==> src/rtl/proc_param.sv <==
// Multi-cycle register processor: mv/mvi finish in T1 (2 cycles with fetch), ALU ops in T3 (4 cycles).
// No backpressure: Run is sampled only in T0, DIN must carry the immediate during T1 of mvi.
module proc_param #(
  parameter int DATA_W = 16,
  parameter int NREG   = 8
) (
  input  logic              Clock,
  input  logic              Resetn,
  input  logic [DATA_W-1:0] DIN,
  input  logic              Run,
  output logic              Done,
  output logic [DATA_W-1:0] BusWires
);

  localparam int RW = $clog2(NREG);
  localparam int IW = 3 + 2 * RW;
  localparam int SW = $clog2(DATA_W);

  if (IW > DATA_W) begin : g_iw_check
    $error("proc_param: instruction width exceeds DATA_W");
  end
  if (NREG < 2 || (1 << RW) != NREG) begin : g_nreg_check
    $error("proc_param: NREG must be a power of 2 and at least 2");
  end

  typedef enum logic [1:0] {T0, T1, T2, T3} step_t;
  typedef enum logic [2:0] {
    OP_MV, OP_MVI, OP_ADD, OP_SUB, OP_OR, OP_SLT, OP_SLL, OP_SRL
  } op_t;

  step_t             step, step_nxt;
  logic [IW-1:0]     ir;
  logic [DATA_W-1:0] r [NREG];
  logic [DATA_W-1:0] a, g, alu;
  op_t               op;
  logic [RW-1:0]     rx, ry;
  logic              ir_ld, a_ld, g_ld, r_wr;

  assign op = op_t'(ir[IW-1 -: 3]);
  assign rx = ir[2*RW-1 -: RW];
  assign ry = ir[RW-1:0];

  // Rx is never written before T3, so X = Y reads the old value in T1 and T2.
  always_comb begin
    step_nxt = step;
    Done     = 1'b0;
    BusWires = '0;
    ir_ld    = 1'b0;
    a_ld     = 1'b0;
    g_ld     = 1'b0;
    r_wr     = 1'b0;
    case (step)
      T0: begin
        if (Run) begin
          ir_ld    = 1'b1;
          step_nxt = T1;
        end
      end
      T1: begin
        case (op)
          OP_MV: begin
            BusWires = r[ry];
            r_wr     = 1'b1;
            Done     = 1'b1;
            step_nxt = T0;
          end
          OP_MVI: begin
            BusWires = DIN;
            r_wr     = 1'b1;
            Done     = 1'b1;
            step_nxt = T0;
          end
          default: begin
            BusWires = r[rx];
            a_ld     = 1'b1;
            step_nxt = T2;
          end
        endcase
      end
      T2: begin
        BusWires = r[ry];
        g_ld     = 1'b1;
        step_nxt = T3;
      end
      T3: begin
        BusWires = g;
        r_wr     = 1'b1;
        Done     = 1'b1;
        step_nxt = T0;
      end
      default: step_nxt = T0;
    endcase
  end

  always_comb begin
    alu = '0;
    case (op)
      OP_ADD:  alu = a + BusWires;
      OP_SUB:  alu = a - BusWires;
      OP_OR:   alu = a | BusWires;
      OP_SLT:  alu = {{(DATA_W-1){1'b0}}, (a < BusWires)};
      OP_SLL:  alu = a << BusWires[SW-1:0];
      OP_SRL:  alu = a >> BusWires[SW-1:0];
      default: alu = '0;
    endcase
  end

  always_ff @(posedge Clock or negedge Resetn) begin
    if (!Resetn) begin
      step <= T0;
      ir   <= '0;
      a    <= '0;
      g    <= '0;
    end else begin
      step <= step_nxt;
      if (ir_ld) ir <= DIN[IW-1:0];
      if (a_ld)  a  <= BusWires;
      if (g_ld)  g  <= alu;
    end
  end

  always_ff @(posedge Clock or negedge Resetn) begin
    if (!Resetn) begin
      for (int i = 0; i < NREG; i++) r[i] <= '0;
    end else if (r_wr) begin
      r[rx] <= BusWires;
    end
  end

endmodule
==> config.mk <==
export PLATFORM = sky130hd
export DESIGN_NAME = proc_param
export DESIGN_NICKNAME = d
export VERILOG_FILES = /design/src/rtl/proc_param.sv
export SDC_FILE = /design/constraint.sdc
export NUM_CORES = 1
export LEC_CHECK = 0
export CELL_PAD_IN_SITES_DETAIL_PLACEMENT = 0
export CELL_PAD_IN_SITES_GLOBAL_PLACEMENT = 1
export CORE_MARGIN = 2
export CORE_UTILIZATION = 35
export CTS_CLUSTER_SIZE = 30
export DETAILED_ROUTE_END_ITERATION = 8
export GPL_TIMING_DRIVEN = 0
export PLACE_DENSITY_LB_ADDON = 0.1
export RECOVER_POWER = 50
export SLEW_MARGIN = 20
export SYNTH_ARGS = -nofsm -noshare
export SYNTH_HDL_FRONTEND = slang
export SYNTH_SLANG_ARGS = --single-unit
==> constraint.sdc <==
create_clock -name Clock -period 5.8 [get_ports Clock]
set_clock_uncertainty 0.05 [all_clocks]
set_input_delay 1.16 -clock Clock [delete_from_list [all_inputs] [get_ports Clock]]
set_output_delay 1.16 -clock Clock [all_outputs]
set_load 0.01 [all_outputs]
# Word level (Yosys, flattened, before mapping)
# Index checks and enable logic that the tools add are counted.
dict set report word_totals {
  regBits 171
  in_bits 19
  output_inout_bits 17
  wordCells 60
}
dict set report classes {
  addsub 2
  n_lt_le_gt_ge 4
  n_eq_ne 11
  n_shift 2
  n_mux 22
  n_bitwise 3
  reduce_logical 4
}
# operator n
set op_table {}
lappend op_table {{$bwmux W128} 1}
lappend op_table {{$bmux W16 S3} 2}
lappend op_table {{$pmux W16 S6} 1}
lappend op_table {{$mux W16} 5}
lappend op_table {{$demux W16 S3} 1}
lappend op_table {{$pmux W16 S3} 1}
lappend op_table {{$pmux W16 S2} 1}
lappend op_table {{$add A16 B16 Y16} 1}
lappend op_table {{$lt A16 B16 Y1} 1}
lappend op_table {{$or A16 B16 Y16} 1}
lappend op_table {{$shl A16 B4 Y16} 1}
lappend op_table {{$shr A16 B4 Y16} 1}
lappend op_table {{$sub A16 B16 Y16} 1}
lappend op_table {{$eq A3 B3 Y1 const B} 4}
lappend op_table {{$ge A4 B4 Y1 const B} 2}
lappend op_table {{$not A3 Y4} 2}
lappend op_table {{$pmux W2 S4} 1}
lappend op_table {{$eq A3 B2 Y1 const B} 2}
lappend op_table {{$mux W1} 6}
lappend op_table {{$eq A2 B2 Y1 const B} 2}
lappend op_table {{$lt A4 B1 Y1 const B} 1}
lappend op_table {{$mux W2} 2}
lappend op_table {{$eq A3 B1 Y1 const B} 1}
lappend op_table {{$logic_not A3 Y1} 1}
lappend op_table {{6 further kinds} 6}

# Depth between registers and ports, before layout
dict set report logic_depth {
  ltp_word 8
  depth_mapped 22
  depth_no_buf 18
}

# Least setup slack after synthesis
# No wires, ideal clock.
dict set report synth_timing {
  path_kind {register -> register}
  startpoint {register ir[0]}
  endpoint {register g[10]}
  setup_time_ns 0.121
  arrival_time_ns 4.696
  t_required_ns 5.629
  slack_ns 0.933
  stages_incl_launch_ff 18
  n_path_buf 3
  synth_period_minus_slack_ns 4.867
  path_cell_list {dfrtp_1 buf_6 buf_2 buf_1 mux4_2 mux2i_1 o21ai_0 a221oi_1 inv_1 ha_1 or3_1 a211o_1 and3_1 o32a_1 xnor2_1 nor2_1 a211o_1 o22a_1}
}
dict set report synth_between {
  elab_chain_len 8
  word_cells_on_any_way 12
  cone_classes {add/sub: 2; shift: 2; mux: 6; bitwise: 2}
}
# item line_no
set synth_rtl {}
lappend synth_rtl {{start: declaration} 32} ;# logic [IW-1:0] ir;
lappend synth_rtl {{start signal: assignment} 116} ;# if (ir_ld) ir <= DIN[IW-1:0];
lappend synth_rtl {{$not A3 Y4 (implied by the code) *} {62, 81}}
lappend synth_rtl {{$bmux W16 S3 *} {62, 81}}
lappend synth_rtl {{$mux W16 (implied by the code) * (2 in a row)} {62, 81}}
lappend synth_rtl {{$pmux W16 S2} 60} ;# case (op)
lappend synth_rtl {{$pmux W16 S3 *} 52} ;# case (step)
lappend synth_rtl {{named net BusWires[4]} 12} ;# output logic [DATA_W-1:0] BusWires
lappend synth_rtl {{$sub A16 B16 Y16 or $add A16 B16 Y16 (tied branches)} {99, 98}}
lappend synth_rtl {{$pmux W16 S6 *} 97} ;# case (op)
lappend synth_rtl {{end signal: assignment} 118} ;# if (g_ld) g <= alu;
lappend synth_rtl {{end: declaration} 34} ;# logic [DATA_W-1:0] a, g, alu;
# The timed path passes the listed nets; every way through them passes the cells marked *. The select of a mux whose other input is x is not followed.
# A chain may end at the register's enable or synchronous reset.

# Worst setup path after layout
dict set report layout_timing {
  startpoint {register ir[5]}
  endpoint {output port BusWires[13]}
}
dict set report layout_between {
  elab_chain_len 6
}
# item line_no
set layout_rtl {}
lappend layout_rtl {{$not A3 Y4 (implied by the code)} 74} ;# BusWires = r[rx];
lappend layout_rtl {{$bmux W16 S3} 74}
lappend layout_rtl {{$mux W16 (implied by the code) (2 in a row)} 74}
lappend layout_rtl {{$pmux W16 S2} 60}
lappend layout_rtl {{$pmux W16 S3} 52}
lappend layout_rtl {{end: declaration} 12}
# Every way passes these cells. The select of a mux whose other input is x is not followed.

==> impl_results.md <==
- Critical path endpoint category: primary output
- Via Count: 11100
- Final core utilization: 40.6%
- Initial Utilization: 35.3%
- Tmin final: 5.67 ns
- Full die area: 35200 um^2
- IO Count: 36
- Share of cells above drive strength 1: 12.4%
- Largest net degree at the start of global routing: 79
- Arr. time, crit path: 4.46 ns
- Post-Syn Instances: 1310
- Sink Count: 171
- Placed cell count: 1798
- Crit Path Max Fanout: 11
- Tot GR Track Use: 30.1%
- Routed WL: 52900 um
- Hold crit path type: reg -> reg
- Worst skew pair latency: 0.45 ns
- Initial DRC count: 1109
- Core Area: 33400 um^2
- Most used cell, CP: buf_2
- Max_cap viols: 1
- First-pass GRT wire length: 76900 um
- Layout fillers: 3453
- Root Driver: clkbuf_16
- Setup CP Type: reg -> out
- Area contributors post-synth: dfrtp_1 (36%), o21ai_0 (7.8%), mux4_2 (6.9%)
- Post-synth top area share: 36.3%
- Netlist Area Pre-Place: 11800 um^2
- Hold Path Cell Cnt: 2
- Syn_nets: 1386
- HP Start: r[92]
- Setup slack, reg-to-reg: 0.24 ns
- Critical Path Source: ir[5]
- Failing checks: max-capacitance violations, max-slew violations
- Period utilization: 97.8%
- TritonCTS buffer count: 17
- Rows: 67
- Synth warnings: 0
- Gr ovfl total: 0
- Max frequency: 176 MHz
- Vias in the first global route: 10700
- Initial antenna violation count: 0
- Worst slew pin tran: 2.06 ns
- Slowest cell on crit path: nor3_1
- Worst hold path endpoint: r[92]
- Reg-to-reg critical path endpoint: g[10]
- WL/cell: 28.9 um
- Async set-reset flop share out of synthesis: 100%
- Die Ht: 188 um
- Width of the die: 188 um
- N_diodes: 0
- Clk buf depth: 2
- Dominant synthesized flop cell: dfrtp_1
- RD Place Congestion: 1.00
- H-tree Lvls: 4
- R2r worst-path depth: 19
- Worst Path Required: 4.59 ns
- ANT nets after route: 0
- DP HPWL: 39300 um
- FF+latch count, synth: 171
- Fin. Hold Viols: 0
- Layout Cells excl Fill: 1831
- Clock Pin Slew Worst Setup and Hold Paths: 0.07 ns
- Syn avg cell area: 9.00 um^2
- Startpoint Class: register
- Post-synth cell types: 77
- Max_slew headroom: -37.3%
- Yosys top cell by area: dfrtp_1
- Vias/cell: 6.08
- Post-synthesis sequential area ratio: 36.3%
- RSZ-0062 raised after global routing: false
- Max stage delay on crit path: 0.66 ns
- Setup violations, final: 0
- Fin. max-slew vios: 79
- TritonCTS clock tree: yes
- PortBufs: 35
- P&R area growth vs syn: 14.8%
- First-pass iteration count of the detailed router: 7
- Worst-path cell chain: buf_2 -> buf_2 -> buf_2 -> buf_2 -> buf_2 -> mux2i_1 -> a211oi_1 -> a21oi_1 -> nor3_1 -> nor2_2 -> inv_1 -> clkdlybuf4s50_1
- EDFF count, synth: 0
- Final routed DRC violation total: 0
- Layout Nets: 1447
- Start of the worst register-to-register path: ir[4]
- Status: finished, violations left
[worst max-delay path by stage]
stage	depth (start not counted)	slack, ns	end
after floorplan	17	0.93	g[10]
after global placement	1	-3.99	r[58]
after detailed placement	18	-0.60	g[0]
after CTS	12	0.03	BusWires[14]
after global routing	21	0.02	g[12]
final	12	0.13	BusWires[13]
[sequential cells by signal, summed over array words and instances (netlist names), named ones only]
name  flops
a        16
g        16
ir        9
r       128
step      1
[metal layers]
metal,track usage [%],wire [um]
met5,0,0
met2,43.4,22200
met4,7.12,1160
met1,46.0,25300
met3,6.08,4220
[final cells by class]
class,count,area [um^2],area share [%]
plain buffers,92,427,3.15
multi-input cells,995,7020,51.9
flip-flops and latches,171,4280,31.6
well taps,448,561,4.14
clock buffers,19,453,3.35
clock inverters,12,195,1.44
repair buffers,45,414,3.06
inverters,49,184,1.36
[placed cells by master, fill, tap and decap left out, types with 15 or more instances in the layout]
cell type	Yosys	final
nand2_1	189	189
o21ai_0	183	181
dfrtp_1	171	171
nor2_1	93	89
clkbuf_1	61	57
ha_1	55	55
mux2i_1	48	47
a21oi_1	52	47
inv_1	46	46
mux4_2	36	36
mux2_2	33	33
clkdlybuf4s50_1	0	33
nor3_1	25	24
buf_2	19	19
a211oi_1	20	19
o221ai_1	18	18
o22ai_1	18	18
nand2b_1	17	17
clkbuf_16	0	17
a21o_1	16	16
a31oi_1	15	15
[Yosys cell counts, types with 11 or more instances]
master	instances
nand2_1	189
o21ai_0	183
dfrtp_1	171
nor2_1	93
clkbuf_1	61
ha_1	55
a21oi_1	52
mux2i_1	48
inv_1	46
mux4_2	36
mux2_2	33
nor3_1	25
a211oi_1	20
buf_2	19
o221ai_1	18
o22ai_1	18
nand2b_1	17
a21o_1	16
a31oi_1	15
nand3_1	12
buf_1	11
xnor2_1	11
[worst max-delay path, delay by kind of cell, from the launching register on]
| family | cells | cell delay, ns |
|---|---|---|
| buffers and inverters | 7 | 2.22 |
| and+or+nand+nor | 2 | 0.98 |
| AOI/OAI and AO/OA | 2 | 0.33 |
| DFF | 1 | 0.32 |
| muxes | 1 | 0.15 |
[timing repair]
action                                  4_1_cts  5_1_grt
hold buffers                                  0        0
pin swaps                                     0        2
endpoints found under the setup margin       16       13
setup buffers                                 0        5
resized for setup                            17       18
[metrics by stage]
stage | instance area [um^2] | setup slack [ns] | TNS, ns | hold slack (ns)
final | 13500 | 0.128 | 0 | 0.454
after global routing | 13500 | 0.0219 | 0 | 0.485
after CTS | 13500 | 0.0267 | 0 | 0.454
after detailed placement | 12800 | -0.601 | -2.37 | 0.438
after global placement | 12700 | -3.99 | -685.92 | 0.430
after floorplan | 11800 | 0.933 | 0 | 0.408
[cell families (layout without fill, tap and decap cells)]
kind of cell	after synthesis	count (layout)	share of synthesized area [%]
mux	120	120	14.8
buf+inv	144	217	4.95
fa+ha+maj	57	57	6.18
flops	171	171	36.3
compound gates	413	413	22.1
xor+xnor	14	14	1.04
simple gates	391	391	14.6
Power is not shown: default switching activity piles up to over one toggle a cycle in this logic, so the estimate is an artifact.
